===== src/rtl/unloader_read_port.sv =====
// Memory-domain read port behind the APF data unloader: queues word reads, issues one at a time, returns data in order.
// Optional one-entry hit cache enabled with `define UNLOADER_READ_PORT_HIT_CACHE_EN.
module unloader_read_port #(
    parameter int ADDR_WIDTH = 28,
    parameter int DATA_WIDTH = 16,
    parameter int FIFO_DEPTH = 4
) (
    input  logic                  clk_memory,
    input  logic                  reset,
    input  logic                  read_en,
    input  logic [ADDR_WIDTH-1:0] read_addr,
    output logic [DATA_WIDTH-1:0] read_data,
    output logic                  read_ack,
    input  logic                  invalidate,
    output logic                  mem_rd,
    output logic [ADDR_WIDTH-2:0] mem_addr,
    input  logic                  mem_busy,
    input  logic                  mem_rd_valid,
    input  logic [DATA_WIDTH-1:0] mem_rd_data,
    output logic                  overflow
);

    localparam int PTR_W = $clog2(FIFO_DEPTH);
    localparam int WA_W  = ADDR_WIDTH - 1;
    localparam logic [PTR_W:0] C_FULL = (PTR_W + 1)'(FIFO_DEPTH);

    typedef enum logic [1:0] {
        S_IDLE,
        S_ISSUE,
        S_WAIT,
        S_HIT
    } state_t;

    state_t                r_state;
    state_t                w_next_state;
    logic [WA_W-1:0]       r_fifo_mem [FIFO_DEPTH];
    logic [PTR_W-1:0]      r_wr_ptr;
    logic [PTR_W-1:0]      r_rd_ptr;
    logic [PTR_W:0]        r_count;
    logic [WA_W-1:0]       r_mem_addr;
    logic [DATA_WIDTH-1:0] r_read_data;
    logic                  r_read_ack;
    logic                  r_overflow;
    logic                  w_empty;
    logic                  w_full;
    logic                  w_push;
    logic                  w_pop;
    logic                  w_ret;
    logic                  w_hit;
    logic                  w_unused;
    logic [WA_W-1:0]       w_head;

    assign w_empty = (r_count == '0);
    assign w_full  = (r_count == C_FULL);
    assign w_head  = r_fifo_mem[r_rd_ptr];
    // A pop on the same edge frees a slot, so a full queue can still accept.
    assign w_push  = read_en && (!w_full || w_pop);

    assign mem_rd    = (r_state == S_ISSUE);
    assign mem_addr  = r_mem_addr;
    assign read_data = r_read_data;
    assign read_ack  = r_read_ack;
    assign overflow  = r_overflow;

`ifdef UNLOADER_READ_PORT_HIT_CACHE_EN
    logic                  r_cache_valid;
    logic [WA_W-1:0]       r_cache_addr;
    logic [DATA_WIDTH-1:0] r_cache_data;

    assign w_hit    = r_cache_valid && (w_head == r_cache_addr);
    assign w_unused = read_addr[0];

    always_ff @(posedge clk_memory or posedge reset) begin
        if (reset) begin
            r_cache_valid <= 1'b0;
            r_cache_addr  <= '0;
            r_cache_data  <= '0;
        end else begin
            if (w_ret) begin
                r_cache_valid <= 1'b1;
                r_cache_addr  <= r_mem_addr;
                r_cache_data  <= mem_rd_data;
            end
            // Later assignment wins: invalidate beats a same-edge load.
            if (invalidate) begin
                r_cache_valid <= 1'b0;
            end
        end
    end
`else
    assign w_hit    = 1'b0;
    assign w_unused = ^{invalidate, read_addr[0]};
`endif

    always_ff @(posedge clk_memory or posedge reset) begin
        if (reset) begin
            r_state <= S_IDLE;
        end else begin
            r_state <= w_next_state;
        end
    end

    // NOTE: every signal written here gets a default first, so no path can infer a latch.
    always_comb begin
        w_next_state = r_state;
        w_pop        = 1'b0;
        w_ret        = 1'b0;
        case (r_state)
            S_IDLE: begin
                if (!w_empty) begin
                    w_pop        = 1'b1;
                    w_next_state = w_hit ? S_HIT : S_ISSUE;
                end
            end
            S_ISSUE: begin
                if (!mem_busy) begin
                    w_next_state = S_WAIT;
                end
            end
            S_WAIT: begin
                if (mem_rd_valid) begin
                    w_ret        = 1'b1;
                    w_next_state = S_IDLE;
                end
            end
            S_HIT: begin
                w_next_state = S_IDLE;
            end
            default: begin
                w_next_state = S_IDLE;
            end
        endcase
    end

    // NOTE: the queue storage has no reset; the count alone decides which entries are live.
    always_ff @(posedge clk_memory) begin
        if (w_push) begin
            r_fifo_mem[r_wr_ptr] <= read_addr[ADDR_WIDTH-1:1];
        end
    end

    always_ff @(posedge clk_memory or posedge reset) begin
        if (reset) begin
            r_wr_ptr    <= '0;
            r_rd_ptr    <= '0;
            r_count     <= '0;
            r_mem_addr  <= '0;
            r_read_data <= '0;
            r_read_ack  <= 1'b0;
            r_overflow  <= 1'b0;
        end else begin
            r_read_ack <= w_ret || (r_state == S_HIT);
            if (w_push) begin
                r_wr_ptr <= r_wr_ptr + 1'b1;
            end
            if (w_pop) begin
                r_rd_ptr   <= r_rd_ptr + 1'b1;
                r_mem_addr <= w_head;
            end
            case ({w_push, w_pop})
                2'b10:   r_count <= r_count + 1'b1;
                2'b01:   r_count <= r_count - 1'b1;
                default: r_count <= r_count;
            endcase
            if (read_en && !w_push) begin
                r_overflow <= 1'b1;
            end
            if (w_ret) begin
                r_read_data <= mem_rd_data;
            end
`ifdef UNLOADER_READ_PORT_HIT_CACHE_EN
            if (r_state == S_HIT) begin
                r_read_data <= r_cache_data;
            end
`endif
        end
    end

endmodule


===== config.mk =====
export PLATFORM = sky130hd
export DESIGN_NAME = unloader_read_port
export DESIGN_NICKNAME = d
export VERILOG_FILES = /design/src/rtl/unloader_read_port.sv
export SDC_FILE = /design/constraint.sdc
export NUM_CORES = 1
export LEC_CHECK = 0
export ABC_CLOCK_PERIOD_IN_PS = 5900
export CORE_UTILIZATION = 50
export DETAILED_ROUTE_END_ITERATION = 12
export DONT_BUFFER_PORTS = 1
export PLACE_DENSITY = 0.68
export SLEW_MARGIN = 20
export SYNTH_ARGS = -nofsm -noshare
export SYNTH_HDL_FRONTEND = slang
export SYNTH_SLANG_ARGS = --single-unit

===== constraint.sdc =====
create_clock -name clk_memory -period 5.9 [get_ports clk_memory]
set_clock_uncertainty 0.05 [all_clocks]
set_input_delay 1.18 -clock clk_memory [delete_from_list [all_inputs] [get_ports clk_memory]]
set_output_delay 1.18 -clock clk_memory [all_outputs]
set_load 0.02 [all_outputs]

### After elaboration in Yosys (flattened, before gate mapping)

Memory sizes are Yosys's and may differ from the RTL's. A register that Yosys moved wholly into a read port is not among the register bits.
Index checks and enable logic that the tools add are counted.

| storage, ports and cells | value |
|---|---|
| memories kept | 1 |
| input bits | 50 |
| output and inout bits | 46 |
| logic and storage cells | 42 |
| bits in writable memories | 108 |
| flip-flop bits (word level) | 27 |

Memory list:

| name | words | width | rd ports | clocked after memory_dff | write ports | RTL line | source |
|---|---|---|---|---|---|---|---|
| r_fifo_mem | 4 | 27 | 1 | 1 | 1 | 36 | `logic [WA_W-1:0] r_fifo_mem [FIFO_DEPTH];` |

| cells by class | value |
|---|---|
| eq/ne operators | 9 |
| add/sub/neg operators | 4 |
| reduce and logical (&&, ||, !) cells | 10 |
| muxes and demuxes | 11 |

Operators by type and width:

| operator | number |
|---|---|
| $pmux 2 s4 | 1 |
| $eq 2x2->1 const B | 3 |
| $mux 1 | 6 |
| $mux 2 | 3 |
| $ne 2x2->1 const B | 3 |
| $pmux 3 s2 | 1 |
| $add 2x1->2 const B | 2 |
| $eq 2x1->1 const B | 2 |
| $add 3x1->3 const B | 1 |
| $eq 3x3->1 const B | 1 |
| $logic_not 3->1 | 1 |
| $reduce_and 3->1 | 1 |
| $sub 3x1->3 const B | 1 |
| $logic_and 1x1->1 | 2 |
| $logic_not 1->1 | 2 |
| $logic_not 2->1 | 1 |
| $logic_or 1x1->1 | 2 |
| $reduce_bool 2->1 | 1 |

### Longest topological paths before layout

| depth | value |
|---|---|
| depth in word-level cells | 7 |
| gate-level depth with buffers | 7 |
| gate-level depth less buffers | 6 |

### Least setup slack after synthesis

No wires, ideal clock.

| timing path | value |
|---|---|
| kind | input port to flip-flop |
| start point | input read_en |
| end point | register r_count[2] |
| stages on the path | 7 |
| required time | 5,760 ps |
| path buffers | 1 |
| data arrival time | 2,876 ps |
| setup time | 90 ps |
| slack | 2,884 ps |
| cells stage by stage | clkbuf_1 > or3_1 > or2_2 > fa_1 > nand2b_1 > o22a_1 > o221ai_1 |

| between the ends | value |
|---|---|
| cells in the longest elaborated chain, start to end | 3 |
| elaborated cells between the ends (all ways) | 5 |
| those cells by class | eq/ne (2); mux (1); reduce/logical (2) |

RTL lines:

| element | RTL line | source |
|---|---|---|
| from (decl) | 10 | `input logic read_en,` |
| $logic_and 1x1->1 (*) | 57 | `assign w_push = read_en && (!w_full \|\| w_pop);` |
| $eq 2x1->1 / $eq 2x2->1 (equally long branches) | 160 | `case ({w_push, w_pop})` |
| $pmux 3 s2 / $reduce_bool 2->1 (equally long branches) | n/a |  |
| to (signal assigned) | 161 | `2'b10: r_count <= r_count + 1'b1;` |
| to (signal assigned) | 162 | `2'b01: r_count <= r_count - 1'b1;` |
| to (signal assigned) | 163 | `default: r_count <= r_count;` |
| to (decl) | 39 | `logic [PTR_W:0] r_count;` |

Every way passes the cells marked *; elsewhere a longest branch is shown, timed or not.
A chain may end at the register's enable or synchronous reset.

### Worst setup path in the final report

| timing path | value |
|---|---|
| start point | register r_state[0] |
| end point | output mem_rd |

| between the ends | value |
|---|---|
| cells in the longest elaborated chain, start to end | 1 |

RTL lines:

| element | RTL line | source |
|---|---|---|
| from (decl) | 34 | `state_t r_state;` |
| from (signal assigned) | 99 | `r_state <= w_next_state;` |
| $eq 2x1->1 | 59 | `assign mem_rd = (r_state == S_ISSUE);` |
| to (decl) | 15 | `output logic mem_rd,` |

Every way passes these cells.

==> impl_metrics.csv <==
group,metric,value,unit
timing,slew_headroom,0.484,
detailed_routing,routed_wl,10000,um
global_routing,grt_pass1_wl,15600,um
synthesis,synth_area,6270,um^2
layout,area_growth,12.1,%
floorplanning,start_util,0.518,
clock_tree,cts_buffers,17,
run_status,outcome,"complete, no violations",
critical_path,arrival,1.41,ns
detailed_routing,vias,2712,
run,maxCapViolCount,0,
clock_tree,ctsHoldBuffers,0,
floorplanning,fp.dieW,114,um
clock_tree,postCtsSetupBuffers,0,
synthesis,synth.avg_cell_area,21.0,um^2
floorplanning,pin_count,96,
clock_tree,htree_levels,4,
timing,hold_viol,0,
critical_path,criticalPathCategory,"reg -> out",
timing,maxSlewViolCount,0,
synthesis,netlist_instances,299,
pwr,p_leak,2.55,nW
place,dp_hpwl,5920,um
pwr,power.total,0.00415,W
clock_tree,insertion_delay,0.42,ns
place,gp_congestion,0.710,
timing,layout_min_cycle_time,2.64,ns
clock_tree,clk_pin_slew,0.06,ns
critical_path,end_kind,"primary output",
layout,mostFrequentLayoutCell,"edfxtp_1",
detailed_routing,drtIter0Drc,209,
clock_tree,cts_tree,"yes",
detailed_routing,drc_errors,0,
layout,n_antenna_cell,0,
synthesis,ys_seq_elements,162,
timing,setup_violations,0,
timing,period_share,0.447,
global_routing,grt_pass1_vias,2889,
global_routing,gr-usage-all-layers,0.170,
clock_tree,clockBufferDepth,2,
pwr,powerDensity,590,nW/um^2
timing,worst_slew_pin_slew,0.774,ns
synthesis,ys_seq_area_frac,0.733,
global_routing,grt_max_degree,55,
detailed_routing,vias_per_cell,5.55,
timing,fin_setup_tns,0,ns
critical_path,required,4.67,ns
layout,nets,363,
global_routing,antenna_found_initial,0,
clock_tree,clockRootBuffer,"clkbuf_16",
critical_path,crit_fanout,10,
clock_tree,cts.sinks,162,
pwr,ir_worst_vdd,0.000248,V
layout,fill_cells,927,
worst_hold_path,hp-class,"reg -> reg",
critical_path,cpPeakStageDelay,0.51,ns
place,dpl_cell_area,6410,um^2
floorplanning,die_y,114,um
floorplanning,rows,40,
detailed_routing,ant_nets,0,
timing,timing.fmax,379,MHz
global_routing,overflow,0,
detailed_routing,first_pass_iters,4,
detailed_routing,wl_per_cell,20.5,um
place,io_buffers,0,
synthesis,async_flop_share,0.333,
synthesis,synth_ff_type,"edfxtp_1",
critical_path,start_kind,"flop",
critical_path,crit_path_cell_trace,"nor2b_1",
floorplanning,dieArea,13000,um^2
synthesis,ys_types,43,
global_routing,grt.met1_usage,0.200,
global_routing,use_met2,0.275,
layout,final_cell_mix,"edfxtp_1 (108), dfrtp_1 (53), mux4_2 (27)",
synthesis,synth_nets,354,
critical_path,critPathSlowestCell,"dfrtp_1",
global_routing,grt_use_met3,0.0670,
floorplanning,fp.coreArea,12100,um^2
critical_path,path_delay_family,"flip-flops",
layout,layout-drive-gt1-share,0.340,
timing,rsz0062_at_grt,"no",
synthesis,synth_edf_count,108,
critical_path,crit_buf_inv,0,
synthesis,yosysWarnings,0,
global_routing,top_usage_layer,"met2",
layout,final_area,7030,um^2
clock_tree,post_cts_resized,0,
[state kept, by name, summed over array words and instances, names as in the netlist]
| signal | count |
|---|---|
| overflow | 1 |
| r_fifo_mem | 108 |
| read_ack | 1 |
| r_count | 3 |
| r_wr_ptr | 2 |
| mem_addr | 27 |
| r_state | 2 |
| r_rd_ptr | 2 |
| read_data | 16 |
[kinds of logic (layout without fill, tap and decap cells)]
kind of cell / after synthesis / count (layout) / share of synthesized area
adders and majority gates: 5 / 5 / 0.0112
buffers and inverters: 19 / 41 / 0.0201
xor gates and xnor gates: 4 / 4 / 0.00559
muxes: 71 / 71 / 0.187
and+or+nand+nor: 23 / 23 / 0.0247
AOI/OAI and AO/OA: 15 / 15 / 0.0190
DFF: 162 / 162 / 0.733
[path summary, 6_finish.rpt]
kind	end	cells after the start	slack, ns	start
min	r_wr_ptr[1]	1	0.50	r_wr_ptr[1]
min reg2reg	r_wr_ptr[1]	1	0.50	r_wr_ptr[1]
max	mem_rd	1	3.26	r_state[0]
max in group asynchronous	r_rd_ptr[0]	2	4.46	reset
min in group asynchronous	read_ack	2	0.81	reset
max reg2reg	r_count[2]	6	3.49	r_state[1]
[routing by layer]
metal	wire, um	vias up
li1	-	1198
met1	3970	1413
met2	5120	83
met3	746	18
met4	211	0
met5	0	-
[stage by stage]
| step | utilization | cells | setup slack [ns] | hold slack [ns] |
|---|---|---|---|---|
| 2_1_floorplan | - | 299 | 2.88 | 0.462 |
| 3_3_place_gp | 0.529 | 457 | 3.02 | 0.477 |
| 3_5_place_dp | 0.529 | 457 | 2.94 | 0.491 |
| 4_1_cts | 0.580 | 489 | 3.24 | 0.504 |
| 5_1_grt | 0.581 | 489 | 3.17 | 0.539 |
| 6_report | 0.581 | 489 | 3.26 | 0.500 |
[where the power goes]
part	switching, W	total [W]	internal [W]
registers	0.000464	0.00205	0.00158
clock network	0.000426	0.00113	0.000708
logic	0.000390	0.000968	0.000578
total	0.00128	0.00415	0.00287
[synthesized netlist by cell type (2+ instances only)]
master / instances / area share
buf_2: 7 / 0.0056
dfrtp_1: 54 / 0.22
inv_1: 6 / 0.0036
xor2_1: 3 / 0.0042
mux4_2: 27 / 0.097
or2_1: 2 / 0.0020
edfxtp_1: 108 / 0.52
nor2b_1: 2 / 0.0020
o21ai_0: 3 / 0.0024
ha_1: 4 / 0.0080
mux2_1: 7 / 0.013
buf_6: 2 / 0.0036
a21o_1: 2 / 0.0024
mux2_4: 18 / 0.043
and2_1: 5 / 0.0050
nor2_1: 4 / 0.0024
mux2_2: 19 / 0.034
[final cells by class]
class,count,area [um^2],area share
Sequential cell,162,4600,0.654
Multi-Input combinational cell,118,1560,0.222
Timing Repair Buffer,3,22.5,0.00320
Inverter,6,22.5,0.00320
Clock inverter,13,185,0.0263
Tap cell,168,210,0.0299
Clock buffer,19,433,0.0616
Note: power is estimated with default switching activity, not from simulation.
